`src/rtl/bcd_calc_pkg.sv`:
```
// rtl/bcd_calc_pkg.sv - key codes, opcodes and entry FSM states for the BCD calculator front end
package bcd_calc_pkg;

    localparam logic [3:0] KEY_ADD  = 4'hA;
    localparam logic [3:0] KEY_SUB  = 4'hB;
    localparam logic [3:0] KEY_EQ   = 4'hC;
    localparam logic [3:0] KEY_NEG  = 4'hD;
    localparam logic [3:0] KEY_CLR  = 4'hE;
    localparam logic [3:0] KEY_NONE = 4'hF;

    localparam logic [2:0] OP_NONE = 3'b000;
    localparam logic [2:0] OP_ADD  = 3'b001;
    localparam logic [2:0] OP_SUB  = 3'b010;

    typedef enum logic [2:0] {
        ENTRY1,
        LOAD1,
        HOLD1,
        ENTRY2,
        LOAD2,
        HOLD2,
        RESULT
    } entry_state_t;

    function automatic logic is_digit(input logic [3:0] k);
        return k <= 4'd9;
    endfunction

endpackage

```
`src/rtl/bcd_digit_buf.sv`:
```
// rtl/bcd_digit_buf.sv - two-digit BCD entry shift register with sign, digit count and saturation
module bcd_digit_buf (
    input  logic       clk,
    input  logic       nrst,
    input  logic       clr,
    input  logic       load_first,
    input  logic       neg_first,
    input  logic       shift_en,
    input  logic       sign_toggle,
    input  logic [3:0] digit,
    output logic [7:0] digits_d,
    output logic       sign_d,
    output logic [7:0] digits_q,
    output logic       sign_q,
    output logic [1:0] count_q
);

    logic [1:0] count_d;

    always_comb begin
        digits_d = digits_q;
        sign_d   = sign_q;
        count_d  = count_q;
        if (clr) begin
            digits_d = 8'h00;
            sign_d   = 1'b0;
            count_d  = 2'd0;
        end else if (load_first) begin
            digits_d = {4'h0, digit};
            sign_d   = 1'b0;
            count_d  = 2'd1;
        end else if (neg_first) begin
            digits_d = 8'h00;
            sign_d   = 1'b1;
            count_d  = 2'd0;
        end else begin
            // a third digit is dropped rather than pushing the tens digit out
            if (shift_en && count_q != 2'd2) begin
                digits_d = {digits_q[3:0], digit};
                count_d  = count_q + 2'd1;
            end
            if (sign_toggle)
                sign_d = ~sign_q;
        end
    end

    always_ff @(posedge clk or negedge nrst) begin
        if (!nrst) begin
            digits_q <= 8'h00;
            sign_q   <= 1'b0;
            count_q  <= 2'd0;
        end else begin
            digits_q <= digits_d;
            sign_q   <= sign_d;
            count_q  <= count_d;
        end
    end

endmodule

```
`src/rtl/bcd_entry_ctrl.sv`:
```
// rtl/bcd_entry_ctrl.sv - keypad entry FSM feeding sign-magnitude BCD operands to the BCD ALU
module bcd_entry_ctrl
    import bcd_calc_pkg::*;
#(
    parameter int HOLD_CYCLES = 2
) (
    input  logic       clk,
    input  logic       nrst,
    input  logic       key_valid,
    input  logic [3:0] key_code,
    output logic [8:0] op,
    output logic [2:0] opcode,
    output logic       assign_op1,
    output logic       assign_op2,
    output logic       alu_en,
    output logic [8:0] entry_disp,
    output logic       busy
);

    localparam int CW = (HOLD_CYCLES > 2) ? $clog2(HOLD_CYCLES) : 1;

    entry_state_t state, next_state;
    logic [CW-1:0] hold_cnt;
    logic          hold_done;

    logic key_dig, key_add_sub, key_eq, key_neg, key_clr;
    logic buf_clr, buf_first, buf_neg_first, buf_shift, buf_toggle;
    logic [7:0] digits_d, digits_q;
    logic       sign_d, sign_q;
    logic [1:0] count_q;
    logic [8:0] load_word, op_d, disp_d;
    logic [2:0] opcode_d;
    logic       a1_d, a2_d, alu_en_d, busy_d;

    assign key_dig     = key_valid && is_digit(key_code);
    assign key_add_sub = key_valid && (key_code == KEY_ADD || key_code == KEY_SUB);
    assign key_eq      = key_valid && key_code == KEY_EQ;
    assign key_neg     = key_valid && key_code == KEY_NEG;
    assign key_clr     = key_valid && key_code == KEY_CLR;
    assign hold_done   = hold_cnt == CW'(HOLD_CYCLES - 1);

    // an operand with no digits is always presented as +00
    assign load_word = (count_q == 2'd0) ? 9'h000 : {sign_q, digits_q};

    bcd_digit_buf u_digit_buf (
        .clk         (clk),
        .nrst        (nrst),
        .clr         (buf_clr),
        .load_first  (buf_first),
        .neg_first   (buf_neg_first),
        .shift_en    (buf_shift),
        .sign_toggle (buf_toggle),
        .digit       (key_code),
        .digits_d    (digits_d),
        .sign_d      (sign_d),
        .digits_q    (digits_q),
        .sign_q      (sign_q),
        .count_q     (count_q)
    );

    always_ff @(posedge clk or negedge nrst) begin
        if (!nrst) begin
            state    <= ENTRY1;
            hold_cnt <= '0;
        end else begin
            state    <= next_state;
            hold_cnt <= ((state == HOLD1 || state == HOLD2) && next_state == state)
                        ? hold_cnt + CW'(1) : '0;
        end
    end

    always_comb begin
        next_state = state;
        if (key_clr) begin
            next_state = ENTRY1;
        end else begin
            case (state)
                ENTRY1:  if (key_add_sub) next_state = LOAD1;
                LOAD1:   next_state = HOLD1;
                HOLD1:   if (hold_done) next_state = ENTRY2;
                ENTRY2:  if (key_eq) next_state = LOAD2;
                LOAD2:   next_state = HOLD2;
                HOLD2:   if (hold_done) next_state = RESULT;
                RESULT:  if (key_dig || key_neg) next_state = ENTRY1;
                default: next_state = ENTRY1;
            endcase
        end
    end

    always_comb begin
        buf_clr       = 1'b0;
        buf_first     = 1'b0;
        buf_neg_first = 1'b0;
        buf_shift     = 1'b0;
        buf_toggle    = 1'b0;
        op_d          = op;
        opcode_d      = opcode;
        if (key_clr) begin
            buf_clr  = 1'b1;
            op_d     = 9'h000;
            opcode_d = OP_NONE;
        end else begin
            case (state)
                ENTRY1: begin
                    buf_shift  = key_dig;
                    buf_toggle = key_neg;
                    if (key_add_sub) begin
                        op_d     = load_word;
                        opcode_d = (key_code == KEY_ADD) ? OP_ADD : OP_SUB;
                    end
                end
                ENTRY2: begin
                    buf_shift  = key_dig;
                    buf_toggle = key_neg;
                    // operator re-selection only before any operand-2 entry
                    if (key_add_sub && count_q == 2'd0 && !sign_q)
                        opcode_d = (key_code == KEY_ADD) ? OP_ADD : OP_SUB;
                    if (key_eq)
                        op_d = load_word;
                end
                HOLD1, HOLD2: buf_clr = hold_done;
                RESULT: begin
                    buf_first     = key_dig;
                    buf_neg_first = key_neg;
                end
                default: ;
            endcase
        end
        a1_d     = next_state == LOAD1;
        a2_d     = next_state == LOAD2;
        alu_en_d = next_state == RESULT;
        busy_d   = next_state == LOAD1 || next_state == HOLD1 ||
                   next_state == LOAD2 || next_state == HOLD2;
        disp_d   = (next_state == ENTRY1 || next_state == ENTRY2) ? {sign_d, digits_d} : 9'h000;
    end

    always_ff @(posedge clk or negedge nrst) begin
        if (!nrst) begin
            op         <= 9'h000;
            opcode     <= OP_NONE;
            assign_op1 <= 1'b0;
            assign_op2 <= 1'b0;
            alu_en     <= 1'b0;
            entry_disp <= 9'h000;
            busy       <= 1'b0;
        end else begin
            op         <= op_d;
            opcode     <= opcode_d;
            assign_op1 <= a1_d;
            assign_op2 <= a2_d;
            alu_en     <= alu_en_d;
            entry_disp <= disp_d;
            busy       <= busy_d;
        end
    end

endmodule

```
`config.mk`:
```
export PLATFORM = sky130hd
export DESIGN_NAME = bcd_entry_ctrl
export DESIGN_NICKNAME = d
export VERILOG_FILES = /design/src/rtl/bcd_calc_pkg.sv /design/src/rtl/bcd_digit_buf.sv /design/src/rtl/bcd_entry_ctrl.sv
export SDC_FILE = /design/constraint.sdc
export NUM_CORES = 1
export LEC_CHECK = 0
export CAP_MARGIN = 20
export CORE_ASPECT_RATIO = 1.4
export CORE_UTILIZATION = 52
export DETAILED_ROUTE_END_ITERATION = 16
export HOLD_SLACK_MARGIN = 0.06
export PLACE_DENSITY = 0.85
export SLEW_MARGIN = 20
export SYNTH_ARGS = -nofsm -noshare
export SYNTH_HDL_FRONTEND = slang
export SYNTH_SLANG_ARGS = --single-unit
export TNS_END_PERCENT = 20
```
`constraint.sdc`:
```
create_clock -name clk -period 2.3 [get_ports clk]
set_clock_uncertainty 0.2 [all_clocks]
set_input_delay 0.46 -clock clk [delete_from_list [all_inputs] [get_ports clk]]
set_output_delay 0.46 -clock clk [all_outputs]
set_load 0.03 [all_outputs]
```
==> results.cfg <==
[placement]
io_buffers = 30
dpl.hpwl_um = 3242
gp_congestion = 0.9011
place_area_um2 = 2362

[yosys]
ys.flop_type = dfrtp_1
syn_area_per_cell_um2 = 10.77
synth_most_common_cell = dfrtp_1
synthArstFlopShare = 1.000
yosysTopAreaCell = dfrtp_1
ys_top_cells_by_count = 39 x dfrtp_1, 19 x nor2_1, 11 x nor3_1
netlist_area_um2 = 1886
yosysTopAreaCellShare = 0.5176
synthCells = 175
synth_edf_count = 0
syn-num-nets = 184
ys_warn_count = 0
seq_area_frac_synth = 0.5176
ys_seq_elements = 39
yosysUniqueCellTypes = 47
synthTopCellsByArea = dfrtp_1 52%, mux2i_1 4.8%, a22o_1 4.2%

[layout]
layout.nets = 236
diodes = 0
layout-drive-gt1-share = 0.2105
fin_area_um2 = 2471
area_delta_synth_final_pct = 31.06

[cts]
worstSkewPairLatency_ps = 300
htreeDepth = 2
path_clk_slew_ps = 80
cts.sinks = 39
cts_root_buf = clkbuf_8
numCtsBuffers = 5
clk_path_buf_depth = 2
cts_tree = yes

[run_status]
outcome = complete, no violations

[critical_path]
critical_path_class = in -> reg
rr_endpoint = entry_disp[0]
cp_top_family = buffers and inverters
cp_max_fo = 8
worst_path_max_delay_cell = clkdlybuf4s50_1
cp_slowest_stage_delay_ps = 510
worstReg2RegStart = state[2]
crit_path_start = key_code[2]
cp.depth = 7
crit_buf_inv = 2
critPathCaptureType = register
arrival_ps = 2200
crit_end = entry_disp[0]
worstSetupStartpointType = input port
cp.required_ps = 2300
r2r_cells = 7
cp_cell_sequence = clkdlybuf4s50_1 > nor2b_1 > o311a_1 > o21ai_2 > nor4_4 > buf_4 > nor3_1
rrSetupSlack_ps = 220

[power]
power_density_nw_per_um2 = 1197
ir_worst_vdd_mv = 0.9116
p_leak_nw = 1.149

[drt]
drtIter0Drc = 26
wl_per_cell_um = 16.23
ant_nets = 0
firstDrtPassIters = 4
drc = 0
drt-total-wl_um = 4349
viasPerCell = 5.784
vias = 1550

[floorplan]
die_w_um = 52.89
core_um2 = 3410
dieArea_um2 = 3874
rows = 25
initial_utilization = 0.5530
die_h_um = 73.25
io_pins = 32

[sta]
finalCritPeriodShare = 0.9558
fmax_mhz = 454.9
finalHoldViolations = 0
setup_viol = 0
tightest_slew_ps = 853.0
holdWs_ps = 60.30
drv_slew = 0
max-slew-margin-rel = 0.4314
fin_crit_ps = 2198

[run]
cap_viol_max_count = 0

[grt]
track_usage = 0.2629
grt_pass1_wl_um = 7293
antenna_found_initial = 0
grt_overflow = 0
grt_max_degree = 40
grt_pass1_vias = 1606

[worst_hold_path]
min_path_type = in -> async
-- flip-flops by register name (all words and copies together) (netlist names) --
name / cells
u_digit_buf.sign_q: 1
alu_en: 1
u_digit_buf.count_q: 2
state: 3
hold_cnt: 1
opcode: 2
busy: 1
op: 9
assign_op1: 1
assign_op2: 1
u_digit_buf.digits_q: 8
entry_disp: 9
-- cells by family after synthesis --
family	share of synthesized area
other cells	0.001989
buf+inv	0.03782
mux	0.04778
simple gates	0.2137
xor+xnor	0.004646
flops	0.5176
compound gates	0.1632
fa+ha+maj	0.01327
-- layout by cell type, fill, tap and decap left out, drive strengths merged, types with 2 or more instances in the layout --
cell type / Yosys / routed
a211oi: 2 / 2
a21oi: 10 / 10
a22o: 9 / 9
and4b: 3 / 3
buf: 8 / 26
clkbuf: 2 / 5
clkdlybuf4s50: 0 / 27
clkinvlp: 0 / 2
dfrtp: 39 / 39
dlymetal6s2s: 0 / 2
ha: 2 / 2
inv: 4 / 4
mux2i: 9 / 9
nand2: 9 / 9
nand2b: 6 / 6
nand3: 2 / 2
nor2: 20 / 20
nor2b: 3 / 3
nor3: 11 / 11
nor4: 4 / 4
o21ai: 11 / 11
-- final cells by class --
type	instances	area, µm²
Sequential cell	39	975.9
Timing Repair Buffer	55	488.0
Fill cell	236	938.4
Tap cell	40	50.05
Inverter	4	15.01
Multi-Input combinational cell	122	853.3
Clock buffer	5	68.82
Clock inverter	3	20.02
-- metal layers --
layer / share of wire / GRT usage
met5: 0 / 0
met4: 0.019 / 0.1257
met3: 0.037 / 0.06211
met2: 0.55 / 0.4571
met1: 0.39 / 0.2944
-- worst min-delay path by stage --
stage / start / endpoint / slack (ps) / cells after the start
6_report: nrst / entry_disp[1] / 60 / 1
4_1_cts: nrst / entry_disp[1] / 90 / 1
2_1_floorplan: nrst / alu_en / -40 / 0
3_5_place_dp: u_digit_buf.digits_q[5] / op[5] / 290 / 1
3_3_place_gp: u_digit_buf.digits_q[6] / op[6] / 280 / 1
5_1_grt: nrst / entry_disp[1] / 150 / 1
-- worst reg2reg max path, cell delays in order, from the launching register on --
cell,delay (ps)
dfrtp_1,530
buf_4,240
nand3b_1,80
o21ai_0,190
a21oi_4,240
o21ai_2,100
buf_4,180
nor3_1,230
-- power by group --
part	leakage [nW]	total (mW)	switching (mW)	internal, mW
Combinational	0.585	1.47	0.833	0.634
Clock	0.0402	0.458	0.247	0.211
Sequential	0.524	1.03	0.148	0.884
-- through the flow --
step | setup WS (ps) | util | power, mW | setup TNS (ps) | instances
CTS | 37.97 | 0.7189 | 2.949 | 0 | 268
global route | -8.411 | 0.7248 | 3.139 | -8.411 | 268
detailed placement | -265.7 | 0.6928 | 2.485 | -4580 | 260
global placement | -142.3 | 0.6928 | 2.429 | -1902 | 260
floorplan | 406.7 | - | 1.951 | 0 | 175
finish | 101.8 | 0.7248 | 2.957 | 0 | 268
-- timing repair --
| item | CTS | global route |
|---|---|---|
| hold buffers | 0 | 0 |
| buffers inserted | 0 | 0 |
| resized for setup | 0 | 5 |
| endpoints found under the setup margin | 0 | 4 |
Power figures use the tool's default switching activity.
